**config.mk**
```make
export PLATFORM = sky130hd
export DESIGN_NAME = ftdi_tx_buffer_flat
export DESIGN_NICKNAME = d
export VERILOG_FILES = /design/src/rtl/ftdi_tx_buffer_if.sv /design/src/rtl/ftdi_tx_buffer.sv /design/src/flat_wrapper.sv
export SDC_FILE = /design/constraint.sdc
export NUM_CORES = 1
export LEC_CHECK = 0
export CORE_ASPECT_RATIO = 1.25
export CORE_MARGIN = 4
export CORE_UTILIZATION = 58
export DETAILED_ROUTE_END_ITERATION = 8
export PLACE_DENSITY = 0.77
export REMOVE_ABC_BUFFERS = 1
export SETUP_SLACK_MARGIN = 0.1
export SLEW_MARGIN = 20
export SYNTH_ARGS = -nofsm -noshare
export SYNTH_HDL_FRONTEND = slang
export SYNTH_SLANG_ARGS = --single-unit
export TNS_END_PERCENT = 1
```
**constraint.sdc**
```tcl
create_clock -name clk -period 3.4 [get_ports clk]
set_input_delay 0.68 -clock clk [delete_from_list [all_inputs] [get_ports clk]]
set_output_delay 0.68 -clock clk [all_outputs]
set_load 0.02 [all_outputs]
```
**src/rtl/ftdi_tx_buffer_if.sv**
```systemverilog
// Byte path between inner logic, the TX FIFO and the FTDI write sequencer.
interface ftdi_tx_buffer_if #(
    parameter int DEPTH_LOG2 = 4
);
    logic [7:0]          iTX_DATA;
    logic                iTX_VALID;
    logic                oTX_READY;
    logic [DEPTH_LOG2:0] oTX_COUNT;
    logic                oOVF;
    logic                iOVF_CLR;
    logic                oACT_WR_n;
    logic [7:0]          oWR_DATA;
    logic                iREADY_WR_n;
    logic                iDONE_WR_n;

    modport master (
        output iTX_DATA, iTX_VALID, iOVF_CLR, iREADY_WR_n, iDONE_WR_n,
        input  oTX_READY, oTX_COUNT, oOVF, oACT_WR_n, oWR_DATA
    );

    modport slave (
        input  iTX_DATA, iTX_VALID, iOVF_CLR, iREADY_WR_n, iDONE_WR_n,
        output oTX_READY, oTX_COUNT, oOVF, oACT_WR_n, oWR_DATA
    );
endinterface

```
**src/rtl/ftdi_tx_buffer.sv**
```systemverilog
// TX byte FIFO feeding the FTDI write sequencer one byte per
// activate/done handshake, with sticky overflow on dropped pushes.
module ftdi_tx_buffer #(
    parameter int DEPTH_LOG2 = 4
) (
    input  logic             clk,
    input  logic             rst,
    ftdi_tx_buffer_if.slave  bus
);
    localparam int DEPTH = 1 << DEPTH_LOG2;
    localparam logic [DEPTH_LOG2:0] FULL_CNT = {1'b1, {DEPTH_LOG2{1'b0}}};

    typedef enum logic [1:0] {
        IDLE,
        ISSUE,
        WAIT_DONE,
        GAP
    } state_t;

    logic [7:0]            mem [DEPTH];
    logic [DEPTH_LOG2-1:0] rd_ptr;
    logic [DEPTH_LOG2-1:0] wr_ptr;
    logic [DEPTH_LOG2:0]   count;
    logic                  ovf;
    logic                  act_n;
    logic                  act_n_nx;
    state_t                state;
    state_t                state_nx;
    logic                  full;
    logic                  pop;
    logic                  push;
    logic                  drop;

    assign full = (count == FULL_CNT);
    assign pop  = (state == WAIT_DONE) && !bus.iDONE_WR_n;
    // A pop on the same edge frees the slot, so a push at full is kept.
    assign push = bus.iTX_VALID && (!full || pop);
    assign drop = bus.iTX_VALID && full && !pop;

    always_ff @(posedge clk) begin
        if (push) begin
            mem[wr_ptr] <= bus.iTX_DATA;
        end
    end

    always_ff @(posedge clk or negedge rst) begin
        if (!rst) begin
            rd_ptr <= '0;
            wr_ptr <= '0;
            count  <= '0;
            ovf    <= 1'b0;
        end else begin
            if (push) begin
                wr_ptr <= wr_ptr + 1'b1;
            end
            if (pop) begin
                rd_ptr <= rd_ptr + 1'b1;
            end
            if (push && !pop) begin
                count <= count + 1'b1;
            end else if (pop && !push) begin
                count <= count - 1'b1;
            end
            if (drop) begin
                ovf <= 1'b1;
            end else if (bus.iOVF_CLR) begin
                ovf <= 1'b0;
            end
        end
    end

    always_ff @(posedge clk or negedge rst) begin
        if (!rst) begin
            state <= IDLE;
            act_n <= 1'b1;
        end else begin
            state <= state_nx;
            act_n <= act_n_nx;
        end
    end

    always_comb begin
        state_nx = state;
        act_n_nx = 1'b1;
        unique case (state)
            IDLE: begin
                if (count != '0 && !bus.iREADY_WR_n) begin
                    state_nx = ISSUE;
                end
            end
            ISSUE: begin
                state_nx = WAIT_DONE;
            end
            WAIT_DONE: begin
                if (!bus.iDONE_WR_n) begin
                    state_nx = GAP;
                end
            end
            GAP: begin
                // Skip one cycle so a stale ready is never reused.
                state_nx = IDLE;
            end
        endcase
        act_n_nx = (state_nx != ISSUE);
    end

    assign bus.oTX_READY = !full;
    assign bus.oTX_COUNT = count;
    assign bus.oOVF      = ovf;
    assign bus.oACT_WR_n = act_n;
    assign bus.oWR_DATA  = mem[rd_ptr];
endmodule

```
**src/flat_wrapper.sv**
```systemverilog
// flat-port wrapper written by rule: the top's interface ports become plain ports
module ftdi_tx_buffer_flat 
#(
    parameter int DEPTH_LOG2 = 4
)
  (clk, rst, bus_iTX_DATA, bus_iTX_VALID, bus_iOVF_CLR, bus_iREADY_WR_n, bus_iDONE_WR_n, bus_oTX_READY, bus_oTX_COUNT, bus_oOVF, bus_oACT_WR_n, bus_oWR_DATA);
  ftdi_tx_buffer_if #(.DEPTH_LOG2(DEPTH_LOG2)) bus_i ();
  input  logic clk;
  input  logic rst;
  input wire logic [$bits(bus_i.iTX_DATA)-1:0] bus_iTX_DATA;
  input wire logic [$bits(bus_i.iTX_VALID)-1:0] bus_iTX_VALID;
  input wire logic [$bits(bus_i.iOVF_CLR)-1:0] bus_iOVF_CLR;
  input wire logic [$bits(bus_i.iREADY_WR_n)-1:0] bus_iREADY_WR_n;
  input wire logic [$bits(bus_i.iDONE_WR_n)-1:0] bus_iDONE_WR_n;
  output wire logic [$bits(bus_i.oTX_READY)-1:0] bus_oTX_READY;
  output wire logic [$bits(bus_i.oTX_COUNT)-1:0] bus_oTX_COUNT;
  output wire logic [$bits(bus_i.oOVF)-1:0] bus_oOVF;
  output wire logic [$bits(bus_i.oACT_WR_n)-1:0] bus_oACT_WR_n;
  output wire logic [$bits(bus_i.oWR_DATA)-1:0] bus_oWR_DATA;
  assign bus_i.iTX_DATA = bus_iTX_DATA;
  assign bus_i.iTX_VALID = bus_iTX_VALID;
  assign bus_i.iOVF_CLR = bus_iOVF_CLR;
  assign bus_i.iREADY_WR_n = bus_iREADY_WR_n;
  assign bus_i.iDONE_WR_n = bus_iDONE_WR_n;
  assign bus_oTX_READY = bus_i.oTX_READY;
  assign bus_oTX_COUNT = bus_i.oTX_COUNT;
  assign bus_oOVF = bus_i.oOVF;
  assign bus_oACT_WR_n = bus_i.oACT_WR_n;
  assign bus_oWR_DATA = bus_i.oWR_DATA;
  ftdi_tx_buffer #(.DEPTH_LOG2(DEPTH_LOG2)) u_core (.clk(clk), .rst(rst), .bus(bus_i));
endmodule
```
# [Yosys cells after proc, flatten, opt, wreduce, memory -nomap -nowiden]
# Memories as Yosys holds them, arrays and structs flattened.
# Cells that the tools add are included.
[totals] regBits=17 mem_bits_rw=128 inputBits=14 out_inout_bits=16 word_cells=42 n_memories=1
[op_classes] n_addsub=4 n_eq_ne=5 muxes=9 reduce_logical=17
[mem_list] name="u_core.mem" depth=16 word_bits=8 rd=1 rd_ports_with_merged_regs=0 wr=1 line="ftdi_tx_buffer.sv:20" source="logic [7:0] mem [DEPTH];"
[ops] op="5-bit 2-to-1 mux" n=2
[ops] op="4-bit by 1-bit adder with 4-bit output, second input constant" n=2
[ops] op="2-bit case mux with 4 select lines" n=1
[ops] op="1-bit logical AND" n=7
[ops] op="5-bit by 1-bit adder with 5-bit output, second input constant" n=1
[ops] op="5-bit equality test, second input constant" n=1
[ops] op="1-bit zero test" n=5
[ops] op="5-bit nonzero test" n=1
[ops] op="5-bit by 1-bit subtractor with 5-bit output, second input constant" n=1
[ops] op="2-bit equality test, second input constant" n=2
[ops] op="1-bit 2-to-1 mux" n=4
[ops] op="2-bit 2-to-1 mux" n=2
[ops] op="2-bit nonzero test" n=2
[ops] op="2-bit by 1-bit equality test with 1-bit output, second input constant" n=1
[ops] op="2-bit zero test" n=1
[ops] op="2-bit by 1-bit != test with 1-bit output, second input constant" n=1
[ops] op="1-bit logical OR" n=1

# [Logic depth before layout (Yosys ltp)]
# Gate-level depths: netlist of run 1.
[depth] ltp_word=8 depth_mapped=12 mapped_depth_nobuf=12

# [Worst setup path before layout of run 1]
# No wires, ideal clock.
[synth_path] kind="input port to flip-flop" startpoint="in bus_iDONE_WR_n" endpoint="reg u_core.count[4] (netlist: u_core.bus.oTX_COUNT[4])" setup_ps=134 arrival_ps=2428 t_required_ps=3266 setup_slack_ps=838 path_stages=10 n_path_buf=0 cell_sequence="nor2b_4 > inv_2 > a31oi_4 > ha_1 > inv_1 > ha_1 > a21o_1 > a21oi_1 > mux2i_1 > xnor2_1"
[synth_between] elab_chain_len=7
[synth_lines] item="start: declaration" line="flat_wrapper.sv:14" source="input wire logic [$bits(bus_i.iDONE_WR_n)-1:0] bus_iDONE_WR_n;"
[synth_lines] item="1-bit zero test *" line="ftdi_tx_buffer.sv:35" source="assign pop = (state == WAIT_DONE) && !bus.iDONE_WR_n;"
[synth_lines] item="1-bit logical AND *" line="ftdi_tx_buffer.sv:35"
[synth_lines] item="1-bit logical OR *" line="ftdi_tx_buffer.sv:37" source="assign push = bus.iTX_VALID && (!full || pop);"
[synth_lines] item="1-bit logical AND *" line="ftdi_tx_buffer.sv:37"
[synth_lines] item="net u_core.push" line="ftdi_tx_buffer.sv:31" source="logic push;"
[synth_lines] item="1-bit zero test" line="ftdi_tx_buffer.sv:61" source="end else if (pop && !push) begin"
[synth_lines] item="1-bit logical AND" line="ftdi_tx_buffer.sv:61"
[synth_lines] item="2-bit nonzero test (no source line)"
[synth_lines] item="end signal: assignment" line="ftdi_tx_buffer.sv:60" source="count <= count + 1'b1;"
[synth_lines] item="end signal: assignment" line="ftdi_tx_buffer.sv:62" source="count <= count - 1'b1;"
[synth_lines] item="end: declaration" line="ftdi_tx_buffer.sv:23" source="logic [DEPTH_LOG2:0] count;"
# Mark *: on every way through the listed nets, which the timed path passes. The rest lies on a longest branch.
# A chain may end at the register's enable or synchronous reset.

# [Worst setup path after layout of run 1]
[layout_path] startpoint="reg u_core.rd_ptr[0]" endpoint="out bus_oWR_DATA[3]"
[layout_between] elab_chain_len=1
[layout_lines] item="start: declaration" line="ftdi_tx_buffer.sv:21" source="logic [DEPTH_LOG2-1:0] rd_ptr;"
[layout_lines] item="start signal: assignment" line="ftdi_tx_buffer.sv:57" source="rd_ptr <= rd_ptr + 1'b1;"
[layout_lines] item="memory 16 x 8 bit"
[layout_lines] item="end: declaration" line="flat_wrapper.sv:19" source="output wire logic [$bits(bus_i.oWR_DATA)-1:0] bus_oWR_DATA;"
# Every way passes these cells.

==> results of run 1 <==
## layer usage
layer	vias up	wire, µm	global-route usage, %
li1	1449	-	-
met1	1624	4720	26.9
met2	132	6490	37.3
met3	18	684	6.30
met4	0	246	8.54
met5	-	0	0
## what timing repair did
item                                    in CTS  in global routing
endpoints found under the setup margin       8                  8
gates resized for setup                      3                  9
cloned                                       1                  0
hold endpoints to repair                     0                  0
## sequential cells by signal, indices dropped and copies added (netlist names)
name / count
u_core.bus.oTX_COUNT: 5
u_core.wr_ptr: 4
u_core.state: 2
u_core.mem: 128
u_core.bus.oOVF: 1
u_core.rd_ptr: 4
u_core.bus.oACT_WR_n: 1
## report_power, final
| part | internal, mW | switching, mW | leakage [nW] |
|---|---|---|---|
| Sequential | 2.20 | 0.216 | 1.36 |
| Clock | 1.06 | 0.662 | 0.259 |
| Combinational | 1.04 | 1.24 | 0.951 |
| Total | 4.30 | 2.12 | 2.57 |
## tightest hold or removal path, stage by stage, from the launching register on
cell and delay (ps):
dfrtp_1 370, inv_1 50, o32ai_1 60
## synthesized netlist by cell type (2+ instances only)
cell type and instances:
dfrtp_1 16, buf_6 6, xor2_1 2, mux2_1 7, xnor2_1 8, o21ai_0 13, a221oi_2 6, a21oi_1 11
inv_1 15, o21ai_1 7, a21o_1 2, mux4_2 16, edfxtp_1 128, buf_2 4, nor2_1 10, mux2i_1 25
a221oi_1 2, ha_1 11, a22oi_1 8, nand2_1 20, and2_1 13
## cells by family after synthesis
family,count (synthesis),share of synthesized area (%)
simple gates,52,4.69
xor+xnor,10,1.45
fa+ha+maj,12,2.61
buf+inv,30,2.89
compound gates,52,6.20
mux,49,11.6
flops,145,70.6
## how the worst max path moves through the flow
stage | from | endpoint | depth (start not counted)
6_report | u_core.rd_ptr[0]$_DFFE_PN0N_ | bus_oWR_DATA[3] | 7
5_1_grt | u_core.rd_ptr[0]$_DFFE_PN0N_ | bus_oWR_DATA[3] | 7
4_1_cts | u_core.rd_ptr[0]$_DFFE_PN0N_ | bus_oWR_DATA[3] | 5
3_5_place_dp | bus_iDONE_WR_n | u_core.bus.oTX_COUNT[4]$_DFFE_PN0P_ | 11
3_3_place_gp | bus_iDONE_WR_n | u_core.bus.oTX_COUNT[4]$_DFFE_PN0P_ | 11
2_1_floorplan | u_core.rd_ptr[0]$_DFFE_PN0N_ | bus_oWR_DATA[0] | 3
## stage by stage
step / cells / setup WS (ps) / setup TNS, ps
6_report: 540 / 151 / 0
5_1_grt: 540 / 9.03 / 0
4_1_cts: 540 / 57.4 / 0
3_5_place_dp: 507 / 323 / 0
3_3_place_gp: 507 / 404 / 0
2_1_floorplan: 336 / -34.3 / -275
## layout make-up
type	instances	area, µm²	share of cell area [%]
multi-input cells	175	1620	22.7
well taps	129	161	2.27
flip-flops and latches	145	4270	60.0
clock inverters	13	120	1.69
repair buffers	43	453	6.36
clock buffers	19	433	6.08
inverters	16	60.1	0.844
==> results.cfg, run 1 <==
[yosys]
ys_warn_count = 0
syn_area_per_cell_um2 = 17.3
synth_top_cell_by_area = edfxtp_1
synth_seq_cells = 145
synth_area_um2 = 6050
ys_seq_area_share_pct = 70.6
synth_top_flop_cell = edfxtp_1
syn_inst = 350
synth-edff-count = 128
synthArstFlopShare_pct = 11.7
synthTopCellsByArea = edfxtp_1 (64%), dfrtp_1 (6.6%), mux4_2 (6.0%)
ys_types = 41
yosysTopAreaCellShare_pct = 63.5

[finish]
nets = 424
design_area_um2 = 7120
final_cell_mix = edfxtp_1 (128), mux2i_1 (25), clkdlybuf4s50_1 (22)
layout-drive-gt1-share_pct = 17.8
fin_util_pct = 70.1
fillerInstances = 652
final_common_cell = edfxtp_1
area_growth_pct = 17.6
n_antenna_cell = 0

[timing]
setup_viol = 0
hold_viol = 0
fin_skew_ps = 10.3
max-slew-margin-rel_pct = 46.4
max_freq_mhz = 308
rsz0062_at_grt = true
timing.hold.ws_ps = 531
tightest_slew_ps = 804
final_max_slew_viol_count = 0
min_period_over_period_pct = 95.6
layout_min_cycle_time_ps = 3250

[floorplanning]
die_w_um = 99.4
ios = 30
rows = 41
start_util_pct = 59.6
dieArea_um2 = 12100
die_h_um = 122
core_um2 = 10200

[place]
dpl_cell_area_um2 = 6500
portBuffers = 29
gp_congestion = 0.847
hpwl_mm = 7.83

[clock_network]
cts.path.max_buffers = 2
post_cts_buffers = 0
clk_pin_slew_ps = 50
root_buffer = clkbuf_16
cts_tree = yes
numCtsBuffers = 17
ctsHoldBuffers = 0
cts.sinks = 145
clk_latency_ps = 410
htree_levels = 4

[setup_path]
crit_required_ps = 2720
rrSetupSlack_ps = 830
worst_path_dominant_cell_family = buffers and inverters
end_kind = primary output
cpPeakStageDelay_ps = 540
cp_num_buf_inv = 2
path_class = flop to primary output
crit_fanout = 24
start_kind = flop
r2r-end = u_core.bus.oTX_COUNT[4]$_DFFE_PN0P_
r2r_cells = 12
path_cells = buf_16, mux2_1, o21ai_1, a21oi_1, a22oi_1, nand2_1, clkdlybuf4s50_1
arrival_ps = 2570
cpMaxStageDelayCell = clkdlybuf4s50_1
r2r-start = u_core.state[0]$_DFF_PN0_

[min_path]
hold_path_class = flop to flop
hold_end = u_core.bus.oOVF$_DFFE_PN0P_
hold_depth = 2
hold_start = u_core.bus.oOVF$_DFFE_PN0P_

[global_route]
grt_max_degree = 25
grt_usage_pct = 22.0
grt_pass1_wl_mm = 19.3
grt.overflow.total = 0
antenna_found_initial = 0
grt_pass1_vias = 3474

[run_status]
status = finished clean

[power_and_ir_drop]
ir_drop_mv = 0.618
powerDensity_nw_per_um2 = 902
p_total_mw = 6.42
cellLeakagePower_nw = 2.57

[routing]
viasPerCell = 5.97
drtIter0Drc = 237
avgRoutedWirePerCell_um = 22.5
drc_errors = 0
finalWirelength_mm = 12.1
drt-pass1-iter-count = 5
antenna_left = 0
num_vias = 3223

[flow_run]
maxCapViolCount = 0
Note: power is estimated with default switching activity, not from simulation.
==> run 2, diff against run 1 <==
--- a/config.mk
+++ b/config.mk
@@ -16,4 +16,3 @@
 export SYNTH_ARGS = -nofsm -noshare
 export SYNTH_HDL_FRONTEND = slang
 export SYNTH_SLANG_ARGS = --single-unit
-export TNS_END_PERCENT = 1
==> run 2 against run 1 <==
Compared with the run above: utilization is 0.28 points higher; global-route usage hardly changed; combinational power is 2% higher; register-to-register slack worse by 20 ps; worst setup slack better by 78 ps; fmax is 2.4% higher; sequential power hardly changed; via count is 0.19% higher; power is 0.65% higher; clock power hardly changed; first-iteration DRC count is 4.2% lower; sequential share of layout area is 0.24 points lower; critical endpoint is now bus_oWR_DATA[2]; largest power group unchanged.
==> results.cfg, run 2 (synthesized netlist as in run 1, its figures left out) <==
[timing]
setup_viol = 0
layout_min_cycle_time_ps = 3170
timing.hold.ws_ps = 536
min_period_over_period_pct = 93.3
final_max_slew_viol_count = 0
max_freq_mhz = 315
fin_ws_ps = 229
rsz0062_at_grt = false
hold_viol = 0
fin_skew_ps = 9.18
max-slew-margin-rel_pct = 44.8
tightest_slew_ps = 826

[flow_run]
maxCapViolCount = 0

[place]
portBuffers = 29
hpwl_mm = 7.83
dp_slack_ps = 323
dp_cells = 507
gp_congestion = 0.847

[power_and_ir_drop]
p_int_mw = 4.33
netSwitchingFraction_pct = 32.9
switching_power_mw = 2.13
pwr-share-comb_pct = 36.0
p_seq_share_pct = 37.2
p_total_mw = 6.46
ir_drop_mv = 0.620
powerDensity_nw_per_um2 = 904
cellLeakagePower_nw = 2.58
clock_power_share_pct = 26.7

[setup_path]
cpMaxStageDelayCell = mux4_2
start_kind = flop
startpoint = u_core.rd_ptr[0]$_DFFE_PN0N_
crit_required_ps = 2720
worst_path_dominant_cell_family = buffers and inverters
crit_fanout = 24
path_class = flop to primary output
r2r-start = u_core.state[0]$_DFF_PN0_
path_cells = buf_16, mux4_2, a22oi_1, nand2_1, clkdlybuf4s50_1
arrival_ps = 2490
cp_num_buf_inv = 2
end_kind = primary output
cpPeakStageDelay_ps = 560

[global_route]
antenna_found_initial = 0
grt_pass1_wl_mm = 19.3
grt_usage_pct = 22.1
grt_pass1_vias = 3472
grt.overflow.total = 0
grt_max_degree = 25

[clock_network]
cts.sinks = 145
root_buffer = clkbuf_16
clk_pin_slew_ps = 60
cts.path.max_buffers = 2
cts_tree = yes
htree_levels = 4
clk_latency_ps = 420
ctsHoldBuffers = 0
numCtsBuffers = 17

[routing]
drc_errors = 0
avgRoutedWirePerCell_um = 22.5
drtIter0Drc = 227
antenna_left = 0
viasPerCell = 5.96
num_vias = 3229
finalWirelength_mm = 12.2
drt-pass1-iter-count = 5

[finish]
regArea_um2 = 4270
n_antenna_cell = 0
nets = 426
largest-register = u_core.mem
multi_input_area_um2 = 1620
largest_reg_flops = 128
layout-drive-gt1-share_pct = 18.4
final_cell_mix = edfxtp_1 (128), mux2i_1 (25), clkdlybuf4s50_1 (22)
area_growth_pct = 18.1
stdcell_count = 542
final_common_cell = edfxtp_1
fin_util_pct = 70.4
fillerInstances = 651

[floorplanning]
ios = 30
rows = 41
start_util_pct = 59.6
core_um2 = 10200
dieArea_um2 = 12100
die_w_um = 99.4
die_h_um = 122

[run_status]
status = finished clean

[min_path]
hold_path_class = flop to flop
hold_start = u_core.bus.oOVF$_DFFE_PN0P_
run 2: power by group through the flow:
stage | logic (mW) | clock network (mW) | registers [mW]
finish | 2.33 | 1.73 | 2.41
global route | 2.53 | 1.85 | 2.43
CTS | 2.37 | 1.75 | 2.40
detailed placement | 2.24 | 0 | 2.43
global placement | 2.18 | 0 | 2.41
floorplan | 1.27 | 0 | 2.55
run 2: cell type report:
class | instances | share of cell area (%)
sequential | 145 | 59.8
timing repair buffer | 45 | 6.72
clock buffer | 19 | 6.06
multi-input combinational | 175 | 22.7
clock inverter | 13 | 1.68
tap | 129 | 2.26
inverter | 16 | 0.840
run 2: per-stage QoR:
step / setup TNS (ps) / area (µm²)
CTS: 0 / 7120
global placement: 0 / 6500
floorplan: -275 / 5940
finish: 0 / 7150
global route: 0 / 7150
detailed placement: 0 / 6500
run 2: routing by layer:
metal | routed length, µm | part of all wire (%) | GRT usage (%) | up-vias
met3 | 618 | 5.1 | 5.90 | 22
li1 | - | - | - | 1452
met5 | 0 | 0 | 0 | -
met1 | 4770 | 39 | 27.1 | 1644
met2 | 6550 | 54 | 37.4 | 111
met4 | 269 | 2.2 | 8.88 | 0
run 2: path summary, 6_finish.rpt:
| path | slack, ps | depth (start not counted) | end |
|---|---|---|---|
| max in group asynchronous | 2100 | 1 | u_core.rd_ptr[0]$_DFFE_PN0N_ |
| hold reg to reg | 540 | 2 | u_core.bus.oOVF$_DFFE_PN0P_ |
| min in group asynchronous | 740 | 1 | u_core.rd_ptr[3]$_DFFE_PN0N_ |
| hold / removal | 540 | 2 | u_core.bus.oOVF$_DFFE_PN0P_ |
| setup / recovery | 230 | 5 | bus_oWR_DATA[2] |
| setup reg to reg | 810 | 12 | u_core.bus.oTX_COUNT[4]$_DFFE_PN0P_ |
run 2: worst register-to-register path, stage by stage (launching register included):
cell,delay [ps]
dfrtp_1,380
inv_1,80
ha_1,170
nor2b_4,200
inv_2,90
a31oi_4,190
ha_1,230
inv_1,110
ha_1,340
a21o_1,200
a21oi_1,170
mux2i_1,230
xnor2_1,130
run 2: repair_timing:
| item | CTS | global route |
|---|---|---|
| cloned | 1 | 0 |
| setup buffers | 2 | 0 |
| setup endpoints to repair | 8 | 8 |
| resized for setup | 4 | 9 |
| pin swaps | 0 | 0 |
